$ cat src/rtl/length_prefixed_field_reader.sv
// Strips a LOG2_WIDTH-bit length prefix from the decoder window and presents the
// following zero-extended payload as one field per valid/ready transfer.
module length_prefixed_field_reader #(
    parameter int unsigned WIDTH       = 64,
    parameter int unsigned LOG2_WIDTH  = 6,
    parameter int unsigned COUNT_WIDTH = 32
) (
    input  logic                   clk,
    input  logic                   rst_n,
    input  logic [WIDTH-1:0]       win,
    input  logic                   win_ready,
    output logic [LOG2_WIDTH-1:0]  pop,
    output logic [WIDTH-1:0]       field_q,
    output logic [LOG2_WIDTH-1:0]  field_len,
    output logic                   field_vld,
    input  logic                   field_rdy,
    output logic [COUNT_WIDTH-1:0] field_count
);

    typedef enum logic [0:0] {StHdr, StFld} state_e;

    state_e                state_q, state_d;
    logic [LOG2_WIDTH-1:0] len_q, len_d;
    logic                  load_ok;
    logic                  load;
    logic [WIDTH-1:0]      mask;

    assign load_ok = !field_vld || field_rdy;
    // A zero-length field needs no window bits, so it loads without win_ready.
    assign load    = (state_q == StFld) && load_ok && ((len_q == '0) || win_ready);
    assign mask    = ~({WIDTH{1'b1}} << len_q);

    always_ff @(posedge clk or negedge rst_n) begin
        if (!rst_n) begin
            state_q <= StHdr;
            len_q   <= '0;
        end else begin
            state_q <= state_d;
            len_q   <= len_d;
        end
    end

    always_comb begin
        state_d = state_q;
        len_d   = len_q;
        unique case (state_q)
            StHdr: begin
                if (win_ready) begin
                    len_d   = win[LOG2_WIDTH-1:0];
                    state_d = StFld;
                end
            end
            StFld: begin
                if (load) begin
                    state_d = StHdr;
                end
            end
            default: state_d = StHdr;
        endcase
    end

    // pop is held at zero during reset even though state already reads StHdr.
    always_comb begin
        pop = '0;
        if (rst_n) begin
            unique case (state_q)
                StHdr:   if (win_ready) pop = LOG2_WIDTH'(LOG2_WIDTH);
                StFld:   if (load) pop = len_q;
                default: pop = '0;
            endcase
        end
    end

    always_ff @(posedge clk or negedge rst_n) begin
        if (!rst_n) begin
            field_q     <= '0;
            field_len   <= '0;
            field_vld   <= 1'b0;
            field_count <= '0;
        end else if (load) begin
            field_q     <= win & mask;
            field_len   <= len_q;
            field_vld   <= 1'b1;
            field_count <= field_count + COUNT_WIDTH'(1);
        end else if (field_vld && field_rdy) begin
            field_vld   <= 1'b0;
        end
    end

endmodule

$ cat config.mk
export PLATFORM = sky130hd
export DESIGN_NAME = length_prefixed_field_reader
export DESIGN_NICKNAME = d
export VERILOG_FILES = /design/src/rtl/length_prefixed_field_reader.sv
export SDC_FILE = /design/constraint.sdc
export NUM_CORES = 1
export LEC_CHECK = 0
export ABC_CLOCK_PERIOD_IN_PS = 7000
export CAP_MARGIN = 20
export CORE_MARGIN = 1
export CORE_UTILIZATION = 49
export DETAILED_ROUTE_END_ITERATION = 10
export GPL_TIMING_DRIVEN = 1
export PLACE_DENSITY = 0.86
export SETUP_SLACK_MARGIN = 0.15
export SYNTH_ARGS = -nofsm -noshare
export SYNTH_HDL_FRONTEND = slang
export SYNTH_SLANG_ARGS = --single-unit
$ cat constraint.sdc
create_clock -name clk -period 7 [get_ports clk]
set_clock_uncertainty 0.15 [all_clocks]
set_input_delay 2.1 -clock clk [delete_from_list [all_inputs] [get_ports clk]]
set_output_delay 2.1 -clock clk [all_outputs]
set_load 0.02 [all_outputs]
* Word level (Yosys, flattened, before mapping)
Cells that the tools add are included.
Storage, ports and cells: logic and storage cells 29, output and inout port bits 109, input bits 68, flip-flop bits (word level) 110
Cells by class: bitwise operators 3, multiplexer cells 9, shift-type cells 1, add/sub/neg operators 1, reduce and logical (&&, ||, !) cells 9
Operator list (number):
- $and A64 B64 Y64 | 1
- $not A64 Y64 | 1
- $shl A64 B6 Y64 const A | 1
- $add A32 B1 Y32 const B | 1
- $mux W6 | 2
- $pmux W6 S2 | 1
- $logic_not A6 Y1 | 1
- $mux W1 | 4
- $logic_and A1 B1 Y1 | 3
- $mux W3 | 1
- $logic_or A1 B1 Y1 | 2
- $pmux W1 S2 | 1
- $reduce_and A2 Y1 | 1
- $reduce_bool A2 Y1 | 1
- $logic_not A1 Y1 | 1
- $not A1 Y1 | 1

* Logic depth before layout (Yosys ltp)
Gate-level depths: netlist (run 1).
word-level depth 7, depth in mapped cells 8, mapped depth without buffers 6

* Worst setup path after synthesis (run 1)
OpenSTA, ideal clock, no wires.
kind input to output, from input field_rdy, to output pop[0], required time 4.750 ns, cell stages on the path 5, path buffers 2, arrival time 3.087 ns, slack 1.663 ns, cells stage by stage nand2b_1 > o2111a_1 > clkbuf_1 > buf_2 > and3_1
Between the ends: word-level cells in the longest chain between the ends 6
RTL lines:
- start: declaration | RTL line 16 | input logic field_rdy,
- $logic_or A1 B1 Y1 | RTL line 28 | assign load_ok = !field_vld || field_rdy;
- $logic_and A1 B1 Y1 (2 in series) | RTL line 30 | assign load = (state_q == StFld) && load_ok && ((len_q == '0) || win_ready);
- $mux W6 | RTL line 68 | StFld: if (load) pop = len_q;
- $pmux W6 S2 | RTL line 66 | unique case (state_q)
- $mux W6 | RTL line 65 | if (rst_n) begin
- end: declaration | RTL line 12 | output logic [LOG2_WIDTH-1:0] pop,
No other way between the ends.

* Worst setup path in the final report (run 1)
from input win_ready, to output pop[1]
Between the ends: word-level cells in the longest chain between the ends 5, elaborated cells between the ends (all ways) 6, those cells by class mux: 4; reduce/logical: 2
RTL lines:
- start: declaration | RTL line 11 | input logic win_ready,
- $logic_or A1 B1 Y1 | RTL line 30
- $logic_and A1 B1 Y1 | RTL line 30
- $mux W6 | RTL line 68
- $pmux W6 S2 * | RTL line 66
- $mux W6 * | RTL line 65
Every way passes the cells marked *; elsewhere a longest branch is shown, timed or not.

==> results.toml, run 1 <==
[timing]
holdWs_ns = 0.3262
period_minus_slack_ns = 6.645
finalSetupViolations = 0
slew_violations = 0
hold_violations = 0
period_share_pct = 94.93
tightestPinTransition_ns = 0.6507
grt_setup_unrepaired = "no"
timing.slew.headroom_pct = 56.62
fin_tns_setup_ns = 0
max_freq_ghz = 0.1505

[setup_path]
end_kind = "output pin"
critPathMaxFanout = 7
cp-start-kind = "input pin"
reg2reg_depth = 7
reg2reg_to = "field_count[15]"
cp.arrival_ns = 4.40
r2r_setup_slack_ns = 4.09
path_class = "in2out"
cp-startpoint = "win_ready"
crit_end = "pop[1]"
worstReg2RegStart = "len_q[2]"
required_ns = 4.75

[route]
vias_per_cell = 5.575
wl_per_cell_um = 17.44
finalWirelength_um = 13870
drt_iter0_markers = 161
drcViolationCount = 0
num_vias = 4432
drt_pass1_iterations = 6
ant_nets = 0

[die]
die_w_um = 102.3
die_area_um2 = 10470
placementRows = 36
core-area_um2 = 9774
floorplan.initialDensity_pct = 50.47
num_io_pins = 177
die_h_um = 102.3

[synth]
synth_cell_types = 47
yosys.area.top_type = "dfrtp_1"
syn_nets = 566
synth_most_common_cell = "dfrtp_1"
ys_warn_count = 0
synthTopCellsByCount = "109 x dfrtp_1, 106 x nand2_1, 54 x o21ai_0"
synth-main-ff-cell = "dfrtp_1"
synth_area_per_cell_um2 = 9.927
ys_seq_elements = 109
synthCells = 497
yosys-top-cells-area = "dfrtp_1 55%, nand2_1 8.1%, o21ai_0 5.5%, nand3_1 3.3%, xnor2_1 3.2%"
syn_area_um2 = 4933
synth_seq_area_share_pct = 55.29
async_flop_share_pct = 100.0
synth_edf_count = 0
synth_top_area_share_pct = 55.29

[global_route]
groute.usage.overall_pct = 28.00
grt_pass1_vias = 4355
grt_max_degree = 51
antenna_found_initial = 0
grt_overflow = 0
grt_pass1_wl_um = 22090

[final_layout]
n_antenna_cell = 0
final_nets = 726
areaGrowthSynthToFinish_pct = 41.85
layout.area.seq_um2 = 2728
nFillCells = 728
drive_gt1_share_pct = 6.949
final_cells = 795
fin_area_um2 = 6998
multi_input_comb_area_um2 = 2063

[power]
p_leak_nw = 3.147
ir_drop_uv = 251.0
p_per_area_nw_per_um2 = 384.9

[clock_network]
holdBufCountCts = 0
cts_buffers = 9
clock_latency_ns = 0.37
cts.repair.resized = 0
clk_pin_slew_worst_paths_ns = 0.09
clockBufferDepth = 2
root_buffer = "clkbuf_8"
clock_sinks = 109
post_cts_buffers = 0
cts_tree = "built"
htree_levels = 3

[placed_design]
gp_congestion = 0.8584
place_area_um2 = 6783
io_buffers = 174
hpwl_um = 10000
placedCellCount = 779

[status]
status = "finished clean"

[flow_run]
drv_cap = 0

[worst_hold_path]
hold_path.class = "reg2reg"
cell type report:
type	count	share of cell area, %
sequential	109	38.98
inverter	1	0.05364
multi-input combinational	351	29.48
tap	133	2.378
timing repair buffer	185	26.03
clock buffer	10	1.824
clock inverter	6	1.252
per-layer routing:
| metal | global-route usage [%] | vias to the layer above | wire (um) |
|---|---|---|---|
| li1 | - | 2050 | - |
| met1 | 34.73 | 2152 | 5583 |
| met2 | 46.36 | 196 | 6805 |
| met3 | 6.703 | 34 | 1065 |
| met4 | 13.08 | 0 | 414 |
| met5 | 0 | - | 0 |
through the flow:
stage	setup slack (ns)	total power, mW	utilization, %
5_1_grt	0.3007	2.855	71.60
3_5_place_dp	0.3931	2.291	69.39
3_3_place_gp	0.4918	2.257	69.39
4_1_cts	0.3859	2.705	71.60
6_report	0.3548	2.693	71.60
2_1_floorplan	1.663	1.684	-
worst min path at each step:
stage                         start               to  slack, ns  cells past startpoint
floorplan                   state_q          state_q       0.40                      2
global placement        field_q[37]      field_q[37]       0.30                      2
detailed placement      field_q[33]      field_q[33]       0.31                      2
CTS                 field_count[31]  field_count[31]       0.33                      1
global route        field_count[31]  field_count[31]       0.34                      1
finish              field_count[31]  field_count[31]       0.33                      1
flip-flops by register name, summed over array words and instances, names as in the netlist:
signal / cells
field_len: 6
len_q: 6
field_vld: 1
field_count: 32
field_q: 63
state_q: 1
power breakdown:
group / internal [mW] / switching (mW)
clock: 0.201 / 0.211
sequential: 0.822 / 0.158
combinational: 0.541 / 0.761
total: 1.56 / 1.13
kinds of logic (layout without fill, tap and decap cells):
group	Yosys count	count (layout)	synth area share, %
flip-flops	109	109	55.29
adder cells (fa/ha/maj)	1	1	0.2536
other	1	1	0.07601
buffers and inverters	37	202	3.246
XOR/XNOR	31	31	5.503
multiplexers	6	6	1.369
AND/OR/NAND/NOR	211	211	21.25
AO/OA/AOI/OAI	101	101	13.01
critical path: stages:
cell and delay, ns:
clkdlybuf4s50_1 0.64, o21bai_1 0.25, o2111a_1 0.43, and3_1 0.24
o21a_1 0.12, clkdlybuf4s50_1 0.61
cell usage in the layout, fill, tap and decap left out, types with 2 or more instances in the layout:
master	synthesis	routed
bufinv_16	0	2
o21a_1	3	3
nand4_1	7	7
buf_4	1	12
clkinvlp_4	0	3
a32o_1	2	2
and3_1	21	21
dfrtp_1	109	109
o21ai_0	54	54
clkbuf_8	0	9
clkdlybuf4s50_1	0	173
a31oi_1	2	2
nand3_1	33	33
nand2_1	106	106
a22o_1	6	6
mux2_2	6	6
nor4_4	3	3
nand2b_1	2	2
o2111ai_1	11	10
or2_2	4	4
nor2b_1	3	3
xor2_1	13	13
a21oi_1	6	6
nor2_1	18	18
xnor2_1	18	18
o211ai_1	3	3
a21o_1	6	6
nor4_2	2	2
and2_1	3	3
o311ai_0	3	3
No activity file was read; power rests on OpenSTA's default activity.
==> inputs of run 2 (changes only) <==
--- a/config.mk
+++ b/config.mk
@@ -12,6 +12,7 @@
 export DETAILED_ROUTE_END_ITERATION = 10
 export GPL_TIMING_DRIVEN = 1
 export PLACE_DENSITY = 0.86
+export RECOVER_POWER = 25
 export SETUP_SLACK_MARGIN = 0.15
 export SYNTH_ARGS = -nofsm -noshare
 export SYNTH_HDL_FRONTEND = slang
==> results.toml, run 2 (same netlist as run 1, synthesis figures left out) <==
[global_route]
grt_overflow = 0
grt_pass1_vias = 4355
antenna_found_initial = 0
grtUsageMet1_pct = 34.73
grt_pass1_wl_um = 22090
grt_max_degree = 51
met2_usage_pct = 46.36
groute.usage.overall_pct = 28.00
use_met3_pct = 6.703
grt-busiest-layer = "met2"

[power]
p_leak_nw = 3.135
p_seq_share_pct = 36.4
power_switching_share_pct = 41.99
p_switching_mw = 1.130
ir_drop_uv = 252.3
clkPwrFrac_pct = 15.3
p_per_area_nw_per_um2 = 385.4
intPower_mw = 1.562
p_comb_share_pct = 48.3

[clock_network]
cts.repair.resized = 0
clock_sinks = 109
clk_pin_slew_worst_paths_ns = 0.09
cts_tree = "built"
clock_latency_ns = 0.37
holdBufCountCts = 0
root_buffer = "clkbuf_8"
clockBufferDepth = 2
post_cts_buffers = 0
cts_buffers = 9
htree_levels = 3

[die]
placementRows = 36
num_io_pins = 177
die_w_um = 102.3
core-area_um2 = 9774
floorplan.initialDensity_pct = 50.47
die_h_um = 102.3
die_area_um2 = 10470

[timing]
tightestPinTransition_ns = 2.106
hold_violations = 0
timing.slew.headroom_pct = -40.40
finalSetupViolations = 0
period_share_pct = 95.91
grt_setup_unrepaired = "no"
period_minus_slack_ns = 6.714
fin_tns_setup_ns = 0
max_freq_ghz = 0.1490
slew_violations = 41
timing.final.ws_setup_ns = 0.2863
holdWs_ns = 0.3256

[setup_path]
path_class = "in2out"
critical_path_buf_inv_count = 2
end_kind = "output pin"
critPathMaxFanout = 7
cp-startpoint = "win_ready"
required_ns = 4.75
cp_slowest_cell = "dlygate4sd3_1"
worstReg2RegStart = "len_q[2]"
cp.arrival_ns = 4.46
critPathTopFamily = "buffers and inverters"
cp-start-kind = "input pin"
max_stage_delay_ns = 0.71
path_cells = "dlygate4sd3_1, o21bai_1, o2111a_1, and3_1, o21a_1, clkdlybuf4s50_1"

[route]
wl_per_cell_um = 17.43
num_vias = 4424
drt_pass1_iterations = 5
ant_nets = 0
vias_per_cell = 5.565
drt_iter0_markers = 165
finalWirelength_um = 13860
drcViolationCount = 0

[placed_design]
placedCellCount = 779
place_ws_ns = 0.3931
io_buffers = 174
hpwl_um = 10000
gp_congestion = 0.8584

[final_layout]
areaGrowthSynthToFinish_pct = 41.57
largestRegisters = "field_q: 63 flops, field_count: 32 flops"
n_antenna_cell = 0
final_common_cell = "clkdlybuf4s50_1"
final_cell_mix = "172 x clkdlybuf4s50_1, 109 x dfrtp_1, 106 x nand2_1"
regMostFlops = "field_q"
final_cells = 795
final_nets = 726
drive_gt1_share_pct = 6.495
final_util_pct = 71.45
largest_register_ffs = 63

[flow_run]
drv_cap = 1

[worst_hold_path]
hold_path.class = "reg2reg"
min_from = "field_count[31]"

[status]
violations = "capacitance limit, slew limit"
status = "finished, violations left"
==> run 2: changes by cell type in the layout (fill, tap and decap cells not counted) <==
cell             change
buf_4                -4
clkbuf_1             +3
clkbuf_2             +1
clkdlybuf4s50_1      -1
dlygate4sd3_1        +1
==> run 2: path summary, 6_finish.rpt <==
check	cells after the start	slack [ns]	endpoint
setup / recovery	6	0.29	pop[1]
hold / removal	1	0.33	field_count[31]
setup reg to reg	7	4.07	field_count[15]
hold reg to reg	1	0.33	field_count[31]
max in group asynchronous	3	1.27	field_count[31]
min in group asynchronous	1	1.87	field_q[23]
==> run 2: power by group through the flow <==
stage	registers, mW	logic, mW	clock network (mW)
detailed placement	0.987	1.30	0
finish	0.980	1.30	0.412
global placement	0.981	1.28	0
CTS	0.979	1.31	0.420
global route	1.01	1.41	0.438
floorplan	1.16	0.524	0
==> run 2: layout make-up <==
type                            count  area (um^2)
Multi-Input combinational cell    351         2063
Clock buffer                       10        127.6
Inverter                            1        3.754
Clock inverter                      6        87.58
Fill cell                         731         2790
Tap cell                          133        166.4
Timing Repair Buffer              185         1808
Sequential cell                   109         2728
==> run 2: worst register-to-register path: cells and delay by family, from the launching register on <==
kind	cells	cell delay (ns)
AO/OA/AOI/OAI	1	0.41
XOR/XNOR	1	0.15
flip-flops	1	0.64
buffers and inverters	2	0.49
AND/OR/NAND/NOR	3	1.02
==> run 2: metrics by stage <==
stage / total power [mW] / instance area [um^2]
final: 2.692 / 6984
after global routing: 2.853 / 6984
after CTS: 2.705 / 6998
after detailed placement: 2.291 / 6783
after global placement: 2.257 / 6783
after floorplan: 1.684 / 4933
==> run 2: routing by layer <==
metal,part of all wire [%],routed length [um],vias to the layer above
li1,-,-,2053
met1,40,5532,2135
met2,49,6789,202
met3,8.1,1117,34
met4,3.0,419,0
met5,0,0,-
==> inputs of run 3 (changes only) <==
--- a/config.mk
+++ b/config.mk
@@ -12,7 +12,7 @@
 export DETAILED_ROUTE_END_ITERATION = 10
 export GPL_TIMING_DRIVEN = 1
 export PLACE_DENSITY = 0.86
-export RECOVER_POWER = 25
+export RECOVER_POWER = 50
 export SETUP_SLACK_MARGIN = 0.15
 export SYNTH_ARGS = -nofsm -noshare
 export SYNTH_HDL_FRONTEND = slang
==> results.toml, run 3 (same netlist as run 1, synthesis figures left out) <==
[status]
status = "finished, violations left"
violations = "capacitance limit, slew limit"

[global_route]
grt_pass1_vias = 4355
grt_pass1_wl_um = 22090
grt_overflow = 0
grt_max_degree = 51
antenna_found_initial = 0
groute.usage.overall_pct = 28.00

[final_layout]
final_cell_mix = "129 x clkdlybuf4s50_1, 109 x dfrtp_1, 106 x nand2_1"
areaGrowthSynthToFinish_pct = 41.49
drive_gt1_share_pct = 6.344
final_util_pct = 71.42
n_antenna_cell = 0
largest_register_ffs = 63
largestRegisters = "field_q: 63 flops, field_count: 32 flops"
final_common_cell = "clkdlybuf4s50_1"
regMostFlops = "field_q"
nFillCells = 733
final_nets = 726

[timing]
tightestPinTransition_ns = 2.109
grt_setup_unrepaired = "no"
max_freq_ghz = 0.1488
period_share_pct = 96.00
fin_tns_setup_ns = 0
hold_violations = 0
period_minus_slack_ns = 6.720
slew_violations = 89
finalSetupViolations = 0
timing.slew.headroom_pct = -40.61

[setup_path]
crit_end = "pop[1]"
reg2reg_to = "field_q[61]"
end_kind = "output pin"
reg2reg_depth = 4
r2r_setup_slack_ns = 3.73
required_ns = 4.75
cp.arrival_ns = 4.47
worstReg2RegStart = "len_q[2]"
critPathMaxFanout = 7
cp-start-kind = "input pin"
path_cells = "dlygate4sd3_1, o21bai_1, o2111a_1, and3_1, o21a_1, clkdlybuf4s50_1"
cp-startpoint = "win_ready"
path_class = "in2out"
max_stage_delay_ns = 0.72
cp_slowest_cell = "dlygate4sd3_1"

[clock_network]
root_buffer = "clkbuf_8"
post_cts_buffers = 0
clock_sinks = 109
holdBufCountCts = 0
cts.repair.resized = 0
clock_latency_ns = 0.37
clk_pin_slew_worst_paths_ns = 0.09
cts_buffers = 9
cts_tree = "built"
htree_levels = 3
clockBufferDepth = 2

[power]
p_per_area_nw_per_um2 = 379.8
p_leak_nw = 3.228
ir_drop_uv = 247.2

[placed_design]
io_buffers = 174
hpwl_um = 10000
gp_congestion = 0.8584

[route]
drcViolationCount = 0
wl_per_cell_um = 17.47
vias_per_cell = 5.581
num_vias = 4437
drt_iter0_markers = 162
drt_pass1_iterations = 5
ant_nets = 0
finalWirelength_um = 13890

[die]
die_area_um2 = 10470
placementRows = 36
die_h_um = 102.3
core-area_um2 = 9774
die_w_um = 102.3
floorplan.initialDensity_pct = 50.47
num_io_pins = 177

[flow_run]
drv_cap = 2

[worst_hold_path]
hold_path.class = "reg2reg"
-- run 3: power breakdown --
part           internal (mW)  switching [mW]  leakage, nW
sequential             0.822           0.154         1.44
clock                  0.201           0.211       0.0985
combinational          0.502           0.761         1.69
total                   1.53            1.13         3.23
-- run 3: layer usage --
metal / GRT usage, % / wire length [um] / up-vias
met2: 46.36 / 6843 / 199
met1: 34.73 / 5523 / 2155
met4: 13.08 / 399 / 0
met5: 0 / 0 / -
met3: 6.703 / 1119 / 32
li1: - / - / 2051
-- run 3: per-stage QoR --
step	hold slack (ns)	worst slack (ns)	cells	power, mW	instance area [um^2]
2_1_floorplan	0.4046	1.663	497	1.684	4933
3_3_place_gp	0.2995	0.4918	779	2.257	6783
3_5_place_dp	0.3090	0.3931	779	2.291	6783
4_1_cts	0.3331	0.3859	795	2.705	6998
5_1_grt	0.3386	0.2240	795	2.812	6980
6_report	0.3214	0.2802	795	2.651	6980
-- run 3: worst min path at each step --
stage,start,endpoint,slack (ns),cells past startpoint
2_1_floorplan,state_q,state_q,0.40,2
3_3_place_gp,field_q[37],field_q[37],0.30,2
4_1_cts,field_count[31],field_count[31],0.33,1
3_5_place_dp,field_q[33],field_q[33],0.31,2
6_report,field_count[31],field_count[31],0.32,1
5_1_grt,field_count[31],field_count[31],0.34,1
-- run 3: cell type report --
class / count / area [um^2] / area share [%]
flip-flops and latches: 109 / 2728 / 39.08
multi-input cells: 351 / 2063 / 29.56
repair buffers: 185 / 1804 / 25.85
well taps: 133 / 166.4 / 2.384
clock buffers: 10 / 127.6 / 1.828
clock inverters: 6 / 87.58 / 1.255
inverters: 1 / 3.754 / 0.05377
-- run 3: critical path: cells and delay by family --
family	cells	cell delay (ns)
AND/OR/NAND/NOR	1	0.23
buffers and inverters	2	1.33
AO/OA/AOI/OAI	3	0.79
